$ cat src/rtl/uvmt_cv32e40x_obi_mem_arbiter_if.sv
// uvmt_cv32e40x_obi_mem_arbiter_if: two requester OBI ports plus the shared memory port.
// slave is the arbiter's view, master is the view of whoever drives the requesters and memory.
interface uvmt_cv32e40x_obi_mem_arbiter_if #(
    parameter int ADDR_WIDTH = 32,
    parameter int DATA_WIDTH = 32
);
    logic [1:0]                       s_req_i;
    logic [1:0]                       s_gnt_o;
    logic [1:0][ADDR_WIDTH-1:0]       s_addr_i;
    logic [1:0]                       s_we_i;
    logic [1:0][DATA_WIDTH/8-1:0]     s_be_i;
    logic [1:0][DATA_WIDTH-1:0]       s_wdata_i;
    logic [1:0]                       s_rvalid_o;
    logic [DATA_WIDTH-1:0]            s_rdata_o;
    logic                             s_err_o;
    logic                             m_req_o;
    logic                             m_gnt_i;
    logic [ADDR_WIDTH-1:0]            m_addr_o;
    logic                             m_we_o;
    logic [DATA_WIDTH/8-1:0]          m_be_o;
    logic [DATA_WIDTH-1:0]            m_wdata_o;
    logic                             m_rvalid_i;
    logic [DATA_WIDTH-1:0]            m_rdata_i;
    logic                             m_err_i;

    modport slave (
        input  s_req_i, s_addr_i, s_we_i, s_be_i, s_wdata_i, m_gnt_i, m_rvalid_i, m_rdata_i, m_err_i,
        output s_gnt_o, s_rvalid_o, s_rdata_o, s_err_o, m_req_o, m_addr_o, m_we_o, m_be_o, m_wdata_o
    );

    modport master (
        output s_req_i, s_addr_i, s_we_i, s_be_i, s_wdata_i, m_gnt_i, m_rvalid_i, m_rdata_i, m_err_i,
        input  s_gnt_o, s_rvalid_o, s_rdata_o, s_err_o, m_req_o, m_addr_o, m_we_o, m_be_o, m_wdata_o
    );
endinterface

$ cat src/rtl/uvmt_cv32e40x_obi_mem_arbiter.sv
// uvmt_cv32e40x_obi_mem_arbiter: round-robin OBI arbiter (instr=0, data=1) onto one memory port,
// with request locking until grant and an in-order ID FIFO routing responses back.
module uvmt_cv32e40x_obi_mem_arbiter #(
    parameter int ADDR_WIDTH      = 32,
    parameter int DATA_WIDTH      = 32,
    parameter int MAX_OUTSTANDING = 4
) (
    input  logic                               clk_i,
    input  logic                               rst_ni,
    uvmt_cv32e40x_obi_mem_arbiter_if.slave     bus,
    output logic [$clog2(MAX_OUTSTANDING):0]   outstanding_o,
    output logic                               protocol_err_o
);
    localparam int AW = $clog2(MAX_OUTSTANDING);

    typedef enum logic [1:0] {IDLE, LOCKED_I, LOCKED_D} state_t;

    state_t                   state_q, state_d;
    logic                     rr_q, rr_d;
    logic [MAX_OUTSTANDING-1:0] fifo_q, fifo_d;
    logic [AW-1:0]            wptr_q, wptr_d, rptr_q, rptr_d;
    logic [AW:0]              count_q, count_d;
    logic                     perr_q, perr_d;
    logic                     sel, full, req, hs, pop;
    logic [ADDR_WIDTH-1:0]    addr_sel;
    logic [DATA_WIDTH-1:0]    wdata_sel;

    always_comb begin
        sel = state_q == LOCKED_I ? 1'b0 :
              state_q == LOCKED_D ? 1'b1 :
              bus.s_req_i == 2'b01 ? 1'b0 :
              bus.s_req_i == 2'b10 ? 1'b1 : rr_q;
        // full uses the registered count so a response never combinationally releases a request
        full = count_q == (AW+1)'(MAX_OUTSTANDING);
        req = bus.s_req_i[sel] && !full;
        hs = req && bus.m_gnt_i;
        pop = bus.m_rvalid_i && count_q != '0;
        addr_sel = req ? bus.s_addr_i[sel] : '0;
        wdata_sel = req ? bus.s_wdata_i[sel] : '0;
        bus.m_req_o = req;
        bus.m_addr_o = addr_sel;
        bus.m_we_o = req && bus.s_we_i[sel];
        bus.m_be_o = req ? bus.s_be_i[sel] : '0;
        bus.m_wdata_o = wdata_sel;
        bus.s_gnt_o = hs ? (sel ? 2'b10 : 2'b01) : 2'b00;
        bus.s_rvalid_o = pop ? (fifo_q[rptr_q] ? 2'b10 : 2'b01) : 2'b00;
        bus.s_rdata_o = bus.m_rdata_i;
        bus.s_err_o = bus.m_err_i;
        // stay locked while the frozen requester keeps req high, even when gated by full
        state_d = hs ? IDLE :
                  (req || (state_q != IDLE && bus.s_req_i[sel])) ? (sel ? LOCKED_D : LOCKED_I) : IDLE;
        rr_d = hs ? ~sel : rr_q;
        fifo_d = fifo_q;
        if (hs) fifo_d[wptr_q] = sel;
        wptr_d = wptr_q + AW'(hs);
        rptr_d = rptr_q + AW'(pop);
        count_d = count_q + (AW+1)'(hs) - (AW+1)'(pop);
        perr_d = perr_q || (bus.m_rvalid_i && count_q == '0);
        outstanding_o = count_q;
        protocol_err_o = perr_q;
    end

    always_ff @(posedge clk_i or negedge rst_ni) begin
        if (!rst_ni) begin
            state_q <= IDLE;
            rr_q    <= 1'b0;
            fifo_q  <= '0;
            wptr_q  <= '0;
            rptr_q  <= '0;
            count_q <= '0;
            perr_q  <= 1'b0;
        end else begin
            state_q <= state_d;
            rr_q    <= rr_d;
            fifo_q  <= fifo_d;
            wptr_q  <= wptr_d;
            rptr_q  <= rptr_d;
            count_q <= count_d;
            perr_q  <= perr_d;
        end
    end
endmodule

$ cat src/flat_wrapper.sv
// flat-port wrapper written by rule: the top's interface ports become plain ports
module uvmt_cv32e40x_obi_mem_arbiter_flat 
#(
    parameter int ADDR_WIDTH      = 32,
    parameter int DATA_WIDTH      = 32,
    parameter int MAX_OUTSTANDING = 4
)
  (clk_i, rst_ni, outstanding_o, protocol_err_o, bus_s_req_i, bus_s_addr_i, bus_s_we_i, bus_s_be_i, bus_s_wdata_i, bus_m_gnt_i, bus_m_rvalid_i, bus_m_rdata_i, bus_m_err_i, bus_s_gnt_o, bus_s_rvalid_o, bus_s_rdata_o, bus_s_err_o, bus_m_req_o, bus_m_addr_o, bus_m_we_o, bus_m_be_o, bus_m_wdata_o);
  uvmt_cv32e40x_obi_mem_arbiter_if #(.ADDR_WIDTH(ADDR_WIDTH), .DATA_WIDTH(DATA_WIDTH)) bus_i ();
  input  logic clk_i;
  input  logic rst_ni;
  output logic [$clog2(MAX_OUTSTANDING):0] outstanding_o;
  output logic protocol_err_o;
  input wire logic [$bits(bus_i.s_req_i)-1:0] bus_s_req_i;
  input wire logic [$bits(bus_i.s_addr_i)-1:0] bus_s_addr_i;
  input wire logic [$bits(bus_i.s_we_i)-1:0] bus_s_we_i;
  input wire logic [$bits(bus_i.s_be_i)-1:0] bus_s_be_i;
  input wire logic [$bits(bus_i.s_wdata_i)-1:0] bus_s_wdata_i;
  input wire logic [$bits(bus_i.m_gnt_i)-1:0] bus_m_gnt_i;
  input wire logic [$bits(bus_i.m_rvalid_i)-1:0] bus_m_rvalid_i;
  input wire logic [$bits(bus_i.m_rdata_i)-1:0] bus_m_rdata_i;
  input wire logic [$bits(bus_i.m_err_i)-1:0] bus_m_err_i;
  output wire logic [$bits(bus_i.s_gnt_o)-1:0] bus_s_gnt_o;
  output wire logic [$bits(bus_i.s_rvalid_o)-1:0] bus_s_rvalid_o;
  output wire logic [$bits(bus_i.s_rdata_o)-1:0] bus_s_rdata_o;
  output wire logic [$bits(bus_i.s_err_o)-1:0] bus_s_err_o;
  output wire logic [$bits(bus_i.m_req_o)-1:0] bus_m_req_o;
  output wire logic [$bits(bus_i.m_addr_o)-1:0] bus_m_addr_o;
  output wire logic [$bits(bus_i.m_we_o)-1:0] bus_m_we_o;
  output wire logic [$bits(bus_i.m_be_o)-1:0] bus_m_be_o;
  output wire logic [$bits(bus_i.m_wdata_o)-1:0] bus_m_wdata_o;
  assign bus_i.s_req_i = bus_s_req_i;
  assign bus_i.s_addr_i = bus_s_addr_i;
  assign bus_i.s_we_i = bus_s_we_i;
  assign bus_i.s_be_i = bus_s_be_i;
  assign bus_i.s_wdata_i = bus_s_wdata_i;
  assign bus_i.m_gnt_i = bus_m_gnt_i;
  assign bus_i.m_rvalid_i = bus_m_rvalid_i;
  assign bus_i.m_rdata_i = bus_m_rdata_i;
  assign bus_i.m_err_i = bus_m_err_i;
  assign bus_s_gnt_o = bus_i.s_gnt_o;
  assign bus_s_rvalid_o = bus_i.s_rvalid_o;
  assign bus_s_rdata_o = bus_i.s_rdata_o;
  assign bus_s_err_o = bus_i.s_err_o;
  assign bus_m_req_o = bus_i.m_req_o;
  assign bus_m_addr_o = bus_i.m_addr_o;
  assign bus_m_we_o = bus_i.m_we_o;
  assign bus_m_be_o = bus_i.m_be_o;
  assign bus_m_wdata_o = bus_i.m_wdata_o;
  uvmt_cv32e40x_obi_mem_arbiter #(.ADDR_WIDTH(ADDR_WIDTH), .DATA_WIDTH(DATA_WIDTH), .MAX_OUTSTANDING(MAX_OUTSTANDING)) u_core (.clk_i(clk_i), .rst_ni(rst_ni), .bus(bus_i), .outstanding_o(outstanding_o), .protocol_err_o(protocol_err_o));
endmodule
$ cat config.mk
export PLATFORM = sky130hd
export DESIGN_NAME = uvmt_cv32e40x_obi_mem_arbiter_flat
export DESIGN_NICKNAME = d
export VERILOG_FILES = /design/src/rtl/uvmt_cv32e40x_obi_mem_arbiter_if.sv /design/src/rtl/uvmt_cv32e40x_obi_mem_arbiter.sv /design/src/flat_wrapper.sv
export SDC_FILE = /design/constraint.sdc
export NUM_CORES = 1
export LEC_CHECK = 0
export CAP_MARGIN = 20
export CORE_AREA = 8 8 105 107
export DETAILED_ROUTE_END_ITERATION = 8
export DIE_AREA = 0 0 113 115
export PLACE_DENSITY = 0.94
export REMOVE_ABC_BUFFERS = 1
export SYNTH_ARGS = -nofsm -noshare
export SYNTH_HDL_FRONTEND = slang
export SYNTH_SLANG_ARGS = --single-unit
$ cat constraint.sdc
create_clock -name clk_i -period 4.6 [get_ports clk_i]
set_clock_uncertainty 0.15 [all_clocks]
set_input_delay 0.69 -clock clk_i [delete_from_list [all_inputs] [get_ports clk_i]]
set_output_delay 0.69 -clock clk_i [all_outputs]
set_load 0.03 [all_outputs]
==> reports/results.ini <==
[yosys]
synth_cell_type_count = 39
seq_area_frac_synth = 0.142
synthesis.instances = 353
synth_warnings = 0
ys_top_cells_by_area = a21oi_2 23%, dfrtp_1 14%, nand3_1 13%
syn_area_per_cell_sq_um = 7.47
yosys.area.top_type_share = 0.229
synth-async-reset-ratio = 1.00
synth_commonest_cells = 70 x nand3_1, 69 x a21oi_2, 67 x o21ai_0, 34 x buf_4, 23 x clkbuf_1
synth_edf_count = 0
synth_ff_type = dfrtp_1
synth-seq-cells = 15
synth_area_sq_um = 2640
yosysMostFrequentCell = nand3_1
yosys.area.top_type = a21oi_2

[worst_setup_path]
crit_required_ns = 3.76
start_kind = input port
end_kind = primary output
crit_type = input port to primary output
rrSetupSlack_ns = 1.89
arrival_ns = 3.44
critPathMaxFanout = 31

[grt]
grt_pass1_vias = 3422
antenna_found_initial = 0
grtUsageTotal = 0.178
grt_pass1_wl_mm = 18.5
overflow = 0
grt_max_degree = 41

[routing]
route.detailed.drc = 0
viasPerCell = 5.26
dr.pass1.iters = 4
detail_route.wirelength_mm = 12.6
wl_per_cell_um = 20.0
ant_nets = 0
dr_total_vias = 3317
drt_iter0_markers = 334

[power_and_ir_drop]
power.density_nw_per_um2 = 584
peakVddDrop_v = 0.000332
p_total_w = 0.00271
p_leak_nw = 1.62

[worst_hold_path]
hold_class = register to register

[timing]
fin_setup_tns_ns = 0
fin_crit_sh = 0.931
hold_viol = 0
finalCriticalPeriod_ns = 4.28
finalMaxSlewViolations = 0
max_freq_mhz = 234
relSlewSlack = 0.498
setup_viol = 0
rsz0062_at_grt = no
timing.final.ws_setup_ns = 0.319
hold_slack_ns = 0.306
worstMarginPinSlew_ns = 0.751

[place]
place.gp.congestion = 0.938
io_buffers = 221
pre_cts_slack_ns = 0.281
post-dp-hpwl_mm = 10.2

[flow_run]
maxCapViolCount = 0

[cts]
post_cts_buffers = 0
root_buffer = clkbuf_8
post_cts_resized = 0
cts.path.max_buffers = 2
cts.hold.buffers_added = 0
cts_buffers = 3
cts.sink_count = 15
htree_levels = 1
clock_latency_ns = 0.25
path_clk_slew_ns = 0.06
cts_tree = done

[floorplanning]
dieArea_sq_um = 13000
rows = 36
start_util = 0.279
io_pins = 288
die_h_um = 115
die_x_um = 113
coreArea_sq_um = 9460

[run_status]
outcome = finished clean

[finish]
nets = 700
drive_gt1_frac = 0.180
areaGrowthSynthToFinish_pct = 75.9
n_antenna_cell = 0

-- power by group --
part           total [W]  internal [W]  switching (W)
Combinational    0.00234      0.000957        0.00138
Clock           0.000109     0.0000609      0.0000478
Sequential      0.000260      0.000197      0.0000630
Total            0.00271       0.00122        0.00149
-- sequential cells by signal (all words and copies together) (netlist names) --
name	count
u_core.fifo_q	4
u_core.outstanding_o	3
u_core.rptr_q	2
u_core.state_q	2
u_core.wptr_q	2
u_core.protocol_err_o	1
u_core.rr_q	1
-- per-layer routing --
| layer | share of wire | global-route usage | vias to the layer above |
|---|---|---|---|
| met5 | 0.0040 | 0.0430 | - |
| met3 | 0.11 | 0.0819 | 18 |
| met2 | 0.48 | 0.302 | 190 |
| met1 | 0.39 | 0.197 | 1547 |
| li1 | - | - | 1560 |
| met4 | 0.014 | 0.0355 | 2 |
-- worst paths after layout --
| check | cells past startpoint | end | startpoint |
|---|---|---|---|
| max | 7 | bus_m_addr_o[23] | bus_s_req_i[0] |
| min | 1 | u_core.protocol_err_o | u_core.protocol_err_o |
| max reg2reg | 10 | u_core.outstanding_o[2] | u_core.state_q[1] |
| min reg2reg | 1 | u_core.protocol_err_o | u_core.protocol_err_o |
| max in group asynchronous | 1 | u_core.wptr_q[1] | rst_ni |
| min in group asynchronous | 1 | u_core.fifo_q[1] | rst_ni |
-- layout make-up --
type / count / area [sq um]
clock buffer: 3 / 41.3
timing repair buffer: 231 / 2310
inverter: 9 / 33.8
tap: 114 / 143
clock inverter: 1 / 7.51
sequential: 15 / 375
multi-input combinational: 258 / 1730
fill: 889 / 4820
-- per-stage QoR --
| step | util | instance area (sq um) | cells |
|---|---|---|---|
| after floorplan | - | 2120 | 282 |
| after global placement | 0.485 | 4590 | 627 |
| after detailed placement | 0.485 | 4590 | 627 |
| after CTS | 0.491 | 4640 | 631 |
| after global routing | 0.491 | 4640 | 631 |
| final | 0.491 | 4640 | 631 |
-- placed cells by master, fill, tap and decap left out, types with 5 or more instances in the layout --
cell and n:
inv_1 8, dfrtp_1 15, a21oi_2 69, nor3_1 5, o21ai_0 67, clkdlybuf4s50_1 221, nand3_1 70, buf_4 8
-- critical path, stage by stage --
cell and delay (ns):
clkdlybuf4s50_1 0.54, nor2b_1 0.29, o211a_2 0.49, buf_4 0.36, o21ai_0 0.17, a21oi_2 0.18
clkdlybuf4s50_1 0.69
-- cells by family after synthesis --
kind of cell	after synthesis	synth area share
flip-flops	15	0.142
AO/OA/AOI/OAI	147	0.387
adder cells (fa/ha/maj)	5	0.0266
XOR/XNOR	4	0.0133
multiplexers	6	0.0294
AND/OR/NAND/NOR	96	0.191
buffers and inverters	80	0.211
Note: power is estimated with default switching activity, not from simulation.
